[src/rtl/fetch_slot_buffer_pkg.sv]
// Shared defaults and bundle entry type for the fetch slot buffer.
// QSLOTS default comes from the `QSLOTS macro when the build provides one.
`ifndef QSLOTS
`define QSLOTS 2
`endif

package fetch_slot_buffer_pkg;
  localparam int QSLOTS_DEF = `QSLOTS;
  localparam int IW_DEF     = 52;
  localparam int AW_DEF     = 32;

  // One buffered bundle: address, slot payloads (slot 0 in LSBs), per-slot valid mask.
  typedef struct packed {
    logic [AW_DEF-1:0]            pc;
    logic [QSLOTS_DEF*IW_DEF-1:0] ins;
    logic [QSLOTS_DEF-1:0]        sv;
  } entry_t;
endpackage

[src/rtl/fetch_slot_buffer_if.sv]
// Fetch-side offer and queue-side slot handshake of the fetch slot buffer.
interface fetch_slot_buffer_if #(
  parameter int QSLOTS = 2,
  parameter int IW     = 52,
  parameter int AW     = 32
);
  logic                 flush;
  logic                 fetch_v;
  logic [AW-1:0]        fetch_pc;
  logic [QSLOTS*IW-1:0] fetch_ins;
  logic                 fetch_rdy;
  logic [QSLOTS-1:0]    slotv;
  logic [QSLOTS*IW-1:0] slot_ins;
  logic [AW-1:0]        slot_pc;
  logic [QSLOTS-1:0]    take;
  logic                 empty;

  modport master (
    output flush, fetch_v, fetch_pc, fetch_ins, take,
    input  fetch_rdy, slotv, slot_ins, slot_pc, empty
  );

  modport slave (
    input  flush, fetch_v, fetch_pc, fetch_ins, take,
    output fetch_rdy, slotv, slot_ins, slot_pc, empty
  );
endinterface

[src/rtl/fetch_slot_buffer.sv]
// Holds fetched instruction bundles and hands their slots out in order.
// BUNDLE_PREFETCH_EN: two-entry buffer so the next bundle lands while the head drains.
module fetch_slot_buffer
  import fetch_slot_buffer_pkg::*;
#(
  parameter int QSLOTS = QSLOTS_DEF,
  parameter int IW     = IW_DEF,
  parameter int AW     = AW_DEF
) (
  input  logic                clk,
  input  logic                rst,
  fetch_slot_buffer_if.slave  bus
);
`ifdef BUNDLE_PREFETCH_EN
  localparam int DEPTH = 2;
`else
  localparam int DEPTH = 1;
`endif
  localparam int PW = (DEPTH > 1) ? $clog2(DEPTH) : 1;
  localparam int CW = $clog2(DEPTH + 1);

  entry_t            ent [DEPTH];
  logic [PW-1:0]     rd_ptr, wr_ptr;
  logic [CW-1:0]     cnt;
  logic [QSLOTS-1:0] head_sv, eff, nxt_sv;
  logic              blocked, full, accept, pop, held;

  function automatic logic [PW-1:0] adv(input logic [PW-1:0] p);
    return (p == PW'(DEPTH - 1)) ? '0 : p + 1'b1;
  endfunction

  assign held    = (cnt != '0);
  assign head_sv = held ? ent[rd_ptr].sv : '0;

  // A slot may only be taken once every lower valid slot is taken in the same cycle.
  always_comb begin
    eff     = '0;
    blocked = 1'b0;
    for (int i = 0; i < QSLOTS; i++) begin
      eff[i] = bus.take[i] & head_sv[i] & ~blocked;
      if (head_sv[i] && !eff[i]) blocked = 1'b1;
    end
  end

  assign nxt_sv = head_sv & ~eff;
  assign pop    = held && (nxt_sv == '0);
  assign full   = (cnt == CW'(DEPTH));
  assign accept = bus.fetch_v && !full && !bus.flush;

  assign bus.fetch_rdy = !full;
  assign bus.slotv     = head_sv;
  assign bus.slot_ins  = held ? ent[rd_ptr].ins : '0;
  assign bus.slot_pc   = held ? ent[rd_ptr].pc  : '0;
  assign bus.empty     = (head_sv == '0);

  always_ff @(posedge clk or posedge rst) begin
    if (rst) begin
      for (int i = 0; i < DEPTH; i++) ent[i] <= '0;
      rd_ptr <= '0;
      wr_ptr <= '0;
      cnt    <= '0;
    end else if (bus.flush) begin
      for (int i = 0; i < DEPTH; i++) ent[i].sv <= '0;
      rd_ptr <= '0;
      wr_ptr <= '0;
      cnt    <= '0;
    end else begin
      if (held) ent[rd_ptr].sv <= nxt_sv;
      if (pop) rd_ptr <= adv(rd_ptr);
      // Accept only happens below depth, so wr_ptr never aliases a live head.
      if (accept) begin
        ent[wr_ptr].pc  <= bus.fetch_pc;
        ent[wr_ptr].ins <= bus.fetch_ins;
        ent[wr_ptr].sv  <= '1;
        wr_ptr          <= adv(wr_ptr);
      end
      cnt <= cnt + CW'(accept) - CW'(pop);
    end
  end
endmodule

[src/flat_wrapper.sv]
// flat-port wrapper written by rule: the top's interface ports become plain ports
module fetch_slot_buffer_flat import fetch_slot_buffer_pkg::*;
#(
  parameter int QSLOTS = QSLOTS_DEF,
  parameter int IW     = IW_DEF,
  parameter int AW     = AW_DEF
)
  (clk, rst, bus_flush, bus_fetch_v, bus_fetch_pc, bus_fetch_ins, bus_take, bus_fetch_rdy, bus_slotv, bus_slot_ins, bus_slot_pc, bus_empty);
  fetch_slot_buffer_if #(.QSLOTS(QSLOTS), .IW(IW), .AW(AW)) bus_i ();
  input  logic clk;
  input  logic rst;
  input wire logic [$bits(bus_i.flush)-1:0] bus_flush;
  input wire logic [$bits(bus_i.fetch_v)-1:0] bus_fetch_v;
  input wire logic [$bits(bus_i.fetch_pc)-1:0] bus_fetch_pc;
  input wire logic [$bits(bus_i.fetch_ins)-1:0] bus_fetch_ins;
  input wire logic [$bits(bus_i.take)-1:0] bus_take;
  output wire logic [$bits(bus_i.fetch_rdy)-1:0] bus_fetch_rdy;
  output wire logic [$bits(bus_i.slotv)-1:0] bus_slotv;
  output wire logic [$bits(bus_i.slot_ins)-1:0] bus_slot_ins;
  output wire logic [$bits(bus_i.slot_pc)-1:0] bus_slot_pc;
  output wire logic [$bits(bus_i.empty)-1:0] bus_empty;
  assign bus_i.flush = bus_flush;
  assign bus_i.fetch_v = bus_fetch_v;
  assign bus_i.fetch_pc = bus_fetch_pc;
  assign bus_i.fetch_ins = bus_fetch_ins;
  assign bus_i.take = bus_take;
  assign bus_fetch_rdy = bus_i.fetch_rdy;
  assign bus_slotv = bus_i.slotv;
  assign bus_slot_ins = bus_i.slot_ins;
  assign bus_slot_pc = bus_i.slot_pc;
  assign bus_empty = bus_i.empty;
  fetch_slot_buffer #(.QSLOTS(QSLOTS), .IW(IW), .AW(AW)) u_core (.clk(clk), .rst(rst), .bus(bus_i));
endmodule
[config.mk]
export PLATFORM = sky130hd
export DESIGN_NAME = fetch_slot_buffer_flat
export DESIGN_NICKNAME = d
export VERILOG_FILES = /design/src/rtl/fetch_slot_buffer_pkg.sv /design/src/rtl/fetch_slot_buffer_if.sv /design/src/rtl/fetch_slot_buffer.sv /design/src/flat_wrapper.sv
export SDC_FILE = /design/constraint.sdc
export NUM_CORES = 1
export LEC_CHECK = 0
export CORE_ASPECT_RATIO = 0.6
export CORE_MARGIN = 2
export CORE_UTILIZATION = 32
export DETAILED_ROUTE_END_ITERATION = 10
export PLACE_DENSITY = 0.65
export SYNTH_ARGS = -nofsm -noshare
export SYNTH_HDL_FRONTEND = slang
export SYNTH_SLANG_ARGS = --single-unit
[constraint.sdc]
create_clock -name clk -period 11.2 [get_ports clk]
set_input_delay 2.8 -clock clk [delete_from_list [all_inputs] [get_ports clk]]
set_output_delay 2.8 -clock clk [all_outputs]
set_load 0.02 [all_outputs]
==> summary.md, run 1 <==
| Metric | Value |
|---|---|
| Outcome | `complete, no violations` |
| Top-count cell post-synth | `dfrtp_1` |
| Sequential-to-total area share from yosys stat | `0.514` |
| Pwr/cell area | `144 mW/mm²` |
| CP endpoint kind | `primary output` |
| Final Max Tran Viols | `0` |
| Worst Hold Margin | `0.498 ns` |
| Most used DFF post-synth | `dfrtp_1` |
| TNS Setup | `0 ns` |
| Via Count | `4,435` |
| Vias in the first global route | `4,849` |
| WL/cell | `16.9 µm` |
| Die width | `192 µm` |
| Bufs on Longest Clock Path | `2` |
| Reg area | `0.00348 mm²` |
| Synth top area share | `0.514` |
| FFs w/ async S/R, synth | `1.00` |
| Crit-path cells | `and2_1, clkdlybuf4s50_1` |
| Syn Inst Count | `459` |
| RSZ-0062 raised after global routing | `no` |
| Peak Freq | `0.186 GHz` |
| Critical Path Max Stage Delay | `1.18 ns` |
| Minimum clock period | `5.37 ns` |
| Initial antenna violation count | `0` |
| Startpoint of the worst hold path | `u_core.ent[111]` |
| Post-synth EDFFs | `0` |
| Antenna diodes | `0` |
| First-pass GRT wire length | `26,200 µm` |
| Setup violators final | `0` |
| FF-to-FF setup slack | `8.59 ns` |
| Worst Hold Path EP | `u_core.ent[111]` |
| Layout Nets | `872` |
| DRC Markers | `0` |
| Boundary pin count | `282` |
| Hold_buf cts | `0` |
| HPWL Detailed | `11,600 µm` |
| Full die area | `0.0224 mm²` |
| Most common library cells after synthesis | `dfrtp_1, and2_1, mux2_4` |
| CP Data Arrival Time | `2.57 ns` |
| Worst reg2reg path depth | `3` |
| Skew-Pair Late Insertion Delay | `0.42 ns` |
| H-tree Lvls | `4` |
| Final hold vios | `0` |
| Total GRT Usage | `0.153` |
| Fin Clk Skew | `0.00452 ns` |
| Worst-path maximum fanout | `143` |
| Period utilization | `0.480` |
| Crit Reg-Reg Endpoint | `u_core.ent[51]` |
| Gr ovfl total | `0` |
| Max Cap Viol | `0` |
| Slew @ Worst Pin | `1.16 ns` |
| Yosys warns | `0` |
| CTS tree | `yes` |
| Slew HR | `0.226` |
| Syn Std Cell Area | `0.00677 mm²` |
| Max VDD drop | `98.5 µV` |
| Hold WC Path Type | `reg -> reg` |
| Multi-input logic area | `0.00292 mm²` |
| RePlAce Congestion | `0.809` |
| Fillers | `1,828` |
| Avg Inst Size Synth | `14.7 µm²` |
| Clock sink count | `139` |
| Worst Hold Depth | `1` |
| Synthesized Nets | `601` |
| WS Path Type | `reg -> out` |
| CTS buffer count | `17` |
| Cell Rows | `41` |
| PortBufs | `281` |
| DRT antenna net count | `0` |
| Final WL | `17,200 µm` |
| Critical path required time | `8.40 ns` |
| Setup bufs post-CTS | `0` |
| Post_cts resized | `0` |
| Worst R2R Start | `u_core.cnt` |
| Initial core utilization | `0.324` |
| FF+latch count, synth | `139` |
| Leakage power | `4.32 nW` |
| Layout cells sized above 1 | `0.222` |
| Vias per cell | `4.35` |
| Height of the chip | `117 µm` |
| 1st-pass router iterations | `4` |
| Post-synthesis cell type count | `17` |
| Core area | `0.0209 mm²` |
| Synth top area cells | `dfrtp_1, mux2_4, and2_1` |
| Syn-to-layout area delta | `49.4%` |
| Area leader, netlist | `dfrtp_1` |
| First DRT Iteration DRCs | `112` |
| Reg clk slew, reported paths | `0.06 ns` |
| Crit-path slowest cell | `dfrtp_4` |
| Crit start category | `flop` |
| Largest net degree at the start of global routing | `144` |
| Root Driver | `clkbuf_16` |
==> sequential cells by signal, summed over array words and instances (netlist names) <==
signal / count
u_core.cnt: 1
u_core.ent: 138
==> area by class of cell <==
type | count | area share
well taps | 279 | 0.0345
repair buffers | 283 | 0.281
clock buffers | 26 | 0.0484
inverters | 4 | 0.00198
multi-input cells | 285 | 0.288
clock inverters | 3 | 0.00148
flip-flops and latches | 139 | 0.344
==> worst max-delay path: cells and delay by family (launching register included) <==
| kind | cells | cell delay, ns |
|---|---|---|
| buf+inv | 1 | 0.66 |
| flops | 1 | 1.18 |
| simple gates | 1 | 0.24 |
==> per-stage QoR <==
| stage | utilization | instance area, µm² | total power [mW] | setup slack, ns | cells |
|---|---|---|---|---|---|
| after floorplan | - | 6770 | 0.840 | 4.68 | 459 |
| after global placement | 0.460 | 9610 | 0.955 | 6.29 | 990 |
| after detailed placement | 0.460 | 9610 | 0.967 | 6.23 | 990 |
| after CTS | 0.484 | 10100 | 1.48 | 5.75 | 1019 |
| after global routing | 0.484 | 10100 | 1.52 | 5.64 | 1019 |
| final | 0.484 | 10100 | 1.45 | 5.83 | 1019 |
==> report_power, final <==
part / leakage (nW) / switching (mW) / internal [mW]
clock: 0.250 / 0.200 / 0.296
sequential: 1.64 / 0.0530 / 0.589
combinational: 2.44 / 0.105 / 0.211
==> worst max path at each step <==
stage | from | to | slack (ns)
after global placement | u_core.cnt | bus_slot_ins[77] | 6.29
after global routing | u_core.cnt | bus_slot_ins[47] | 5.64
after detailed placement | u_core.cnt | bus_slotv[0] | 6.23
final | u_core.cnt | bus_slot_ins[47] | 5.83
after CTS | u_core.cnt | bus_slotv[0] | 5.75
after floorplan | rst | u_core.cnt | 4.68
==> layout by cell type (no fill, tap or decap) <==
| cell type | synthesis | routed |
|---|---|---|
| a211oi_1 | 1 | 1 |
| a21oi_1 | 2 | 2 |
| a22oi_1 | 1 | 1 |
| and2_1 | 138 | 138 |
| buf_12 | 14 | 1 |
| buf_4 | 0 | 1 |
| clkbuf_1 | 15 | 6 |
| clkbuf_16 | 0 | 17 |
| clkbuf_8 | 0 | 3 |
| clkdlybuf4s50_1 | 0 | 281 |
| clkinv_2 | 0 | 3 |
| dfrtp_1 | 139 | 138 |
| dfrtp_4 | 0 | 1 |
| inv_1 | 4 | 3 |
| inv_6 | 0 | 1 |
| mux2_2 | 16 | 16 |
| mux2_4 | 120 | 120 |
| nand2_1 | 1 | 1 |
| nor2_1 | 2 | 2 |
| nor2b_1 | 1 | 1 |
| nor3_1 | 1 | 1 |
| nor3b_4 | 1 | 1 |
| o21ai_0 | 1 | 1 |
==> logic make-up after synthesis <==
logic type,share of synthesized area
compound gates,0.00444
buf+inv,0.0553
flops,0.514
mux,0.293
simple gates,0.134
==> routing by layer <==
metal	GRT usage	vias to the layer above	routed length, µm
li1	-	2049	-
met2	0.235	163	7790
met4	0.0528	0	190
met5	0	-	0
met3	0.0607	19	1480
met1	0.195	2204	7740
Note: power is estimated with default switching activity, not from simulation.
==> run 2: changes to the inputs <==
==> constraint.sdc (replaced) <==
create_clock -name clk -period 5.3 [get_ports clk]
set_input_delay 1.325 -clock clk [delete_from_list [all_inputs] [get_ports clk]]
set_output_delay 1.325 -clock clk [all_outputs]
set_load 0.02 [all_outputs]
==> run 2 against run 1 <==
  * Clock power grew to 2.6 times the previous value
  * Global-route usage shrank 0.52 points
  * Final cell count grew 0.29%
  * Count of clock-buffer cells in the layout shrank 5
  * Sequential share of layout area shrank 0.45 points
  * Die area is the same
  * Worst setup slack lost 4.4 ns
  * Combinational power grew 110%
  * Sequential power grew 110%
  * Register-to-register slack lost 5.9 ns
  * Critical path type unchanged
  * Largest cell class unchanged
  * Largest power group unchanged
==> summary.md, run 2 (synthesized netlist as in run 1, its figures left out) <==
| Metric | Value |
|---|---|
| Final hold vios | `0 (unchanged)` |
| Total GRT Usage | `0.147 (was 0.153)` |
| Vias in the first global route | `4,726 (was 4,849)` |
| Max reg flops | `138 (unchanged)` |
| Critical Path Max Stage Delay | `1.14 ns (was 1.18 ns)` |
| Gr ovfl total | `0 (unchanged)` |
| DP Area | `0.00961 mm² (unchanged)` |
| Final Max Tran Viols | `0 (unchanged)` |
| Number of cells on the critical path | `2 (unchanged)` |
| Bufs on Longest Clock Path | `2 (unchanged)` |
| Via Count | `4,410 (was 4,435)` |
| Startpoint of the worst hold path | `u_core.ent[125] (was u_core.ent[111])` |
| Worst-path maximum fanout | `143 (unchanged)` |
| Leakage power | `4.38 nW (was 4.32 nW)` |
| TNS Setup | `0 ns (unchanged)` |
| DRT antenna net count | `0 (unchanged)` |
| WS Path Type | `reg -> out (unchanged)` |
| Fin area | `0.0102 mm² (was 0.0101 mm²)` |
| Crit-path cells | `and2_1, clkdlybuf4s50_1 (unchanged)` |
| Skew-Pair Late Insertion Delay | `0.41 ns (was 0.42 ns)` |
| Post_cts resized | `0 (unchanged)` |
| 1st-pass router iterations | `4 (unchanged)` |
| CTS buffer count | `17 (unchanged)` |
| CTS tree | `yes (unchanged)` |
| HPWL Detailed | `11,300 µm (was 11,600 µm)` |
| Height of the chip | `117 µm (unchanged)` |
| Fin Clk Skew | `0.00450 ns (was 0.00452 ns)` |
| Biggest register | `u_core.ent (unchanged)` |
| FF-to-FF setup slack | `2.72 ns (was 8.59 ns)` |
| CP Data Arrival Time | `2.55 ns (was 2.57 ns)` |
| First DRT Iteration DRCs | `123 (was 112)` |
| Core area | `0.0209 mm² (unchanged)` |
| Regs by FF count | `u_core.ent: 138 flops, u_core.cnt: 1 flops (unchanged)` |
| Outcome | `complete, no violations (unchanged)` |
| Full die area | `0.0224 mm² (unchanged)` |
| Final core occ | `0.491 (was 0.484)` |
| Worst reg2reg path depth | `3 (unchanged)` |
| Most common cell after layout, fill and taps aside | `clkdlybuf4s50_1 (unchanged)` |
| Hold WC Path Type | `reg -> reg (unchanged)` |
| Crit Reg-Reg Endpoint | `u_core.ent[43] (was u_core.ent[51])` |
| Crit-path slowest cell | `dfrtp_4 (unchanged)` |
| Layout cells sized above 1 | `0.231 (was 0.222)` |
| WL/cell | `16.3 µm (was 16.9 µm)` |
| Worst R2R Start | `u_core.cnt (unchanged)` |
| Final WL | `16,700 µm (was 17,200 µm)` |
| Slew @ Worst Pin | `1.14 ns (was 1.16 ns)` |
| Critical path required time | `3.97 ns (was 8.40 ns)` |
| Initial antenna violation count | `0 (unchanged)` |
| Dpl ws | `1.82 ns (was 6.23 ns)` |
| Die width | `192 µm (unchanged)` |
| Antenna diodes | `0 (unchanged)` |
| Setup bufs post-CTS | `0 (unchanged)` |
| Delay-heaviest family, CP | `flip-flops (unchanged)` |
| Setup violators final | `0 (unchanged)` |
| Clock sink count | `139 (unchanged)` |
| Minimum clock period | `3.88 ns` |
| Worst Hold Depth | `1 (unchanged)` |
| Max VDD drop | `189 µV (was 98.5 µV)` |
| Layout Nets | `872 (unchanged)` |
| Worst Hold Path EP | `u_core.ent[125] (was u_core.ent[111])` |
| Largest net degree at the start of global routing | `144 (unchanged)` |
| Initial core utilization | `0.324 (unchanged)` |
| RSZ-0062 raised after global routing | `no (unchanged)` |
| Final WS setup | `1.42 ns (was 5.83 ns)` |
| Commonest cells after routing, fill and taps aside | `clkdlybuf4s50_1, and2_1, dfrtp_1, mux2_4, clkbuf_16 (unchanged)` |
| Peak Freq | `0.258 GHz` |
| Syn-to-layout area delta | `51.3% (was 49.4%)` |
| CP endpoint kind | `primary output (unchanged)` |
| Cell Rows | `41 (unchanged)` |
| Reg clk slew, reported paths | `0.06 ns (about the same)` |
| H-tree Lvls | `4 (unchanged)` |
| Slew HR | `0.241 (was 0.226)` |
| First-pass GRT wire length | `25,300 µm (was 26,200 µm)` |
| Boundary pin count | `282 (unchanged)` |
| Vias per cell | `4.32 (was 4.35)` |
| Root Driver | `clkbuf_16 (unchanged)` |
| Sum of buffers and inverters on the critical path | `1 (unchanged)` |
| Pwr/cell area | `322 mW/mm² (was 144 mW/mm²)` |
| Max Cap Viol | `0 (unchanged)` |
| DRC Markers | `0 (unchanged)` |
| RePlAce Congestion | `0.805 (was 0.809)` |
| PortBufs | `281 (unchanged)` |
| Crit start category | `flop (unchanged)` |
| Period utilization | `0.732` |
| Hold_buf cts | `0 (unchanged)` |
==> run 2: worst max path at each step <==
stage	startpoint	end	slack, ns
after detailed placement	u_core.cnt	bus_slotv[0]	1.82
after CTS	u_core.cnt	bus_slotv[0]	1.35
final	u_core.cnt	bus_slot_ins[47]	1.42
after floorplan	rst	u_core.cnt	0.25
after global routing	u_core.cnt	bus_slotv[0]	1.23
after global placement	u_core.cnt	bus_slot_ins[47]	1.89
==> run 2: per-stage QoR <==
stage / hold slack [ns] / std cells / power [mW]
after floorplan: 0.472 / 459 / 1.77
after global placement: 0.481 / 990 / 2.02
after detailed placement: 0.486 / 990 / 2.04
after CTS: 0.501 / 1022 / 3.34
after global routing: 0.513 / 1022 / 3.45
final: 0.498 / 1022 / 3.30
==> run 2: routing by layer <==
metal  vias to the layer above  part of all wire  track usage
li1                       2052                 -            -
met1                      2179              0.46        0.194
met2                       161              0.45        0.225
met3                        18             0.081       0.0508
met4                         0             0.015       0.0538
met5                         -                 0            0
==> run 2: worst register-to-register path: stages (launching register included) <==
cell,delay (ns)
dfrtp_4,0.84
nor3b_4,0.38
buf_12,0.73
mux2_4,0.51
==> run 2: layout make-up <==
| cell class | count | area (µm²) |
|---|---|---|
| Multi-Input combinational cell | 285 | 2920 |
| Sequential cell | 139 | 3480 |
| Clock buffer | 21 | 470 |
| Fill cell | 1821 | 10600 |
| Tap cell | 279 | 349 |
| Timing Repair Buffer | 283 | 2840 |
| Inverter | 4 | 20.0 |
| Clock inverter | 11 | 166 |
==> run 2: where the power goes <==
| part | internal (mW) | leakage, nW | switching [mW] | total (mW) |
|---|---|---|---|---|
| combinational | 0.445 | 2.44 | 0.220 | 0.665 |
| clock | 0.823 | 0.305 | 0.451 | 1.27 |
| sequential | 1.24 | 1.64 | 0.111 | 1.36 |
| total | 2.51 | 4.38 | 0.782 | 3.30 |
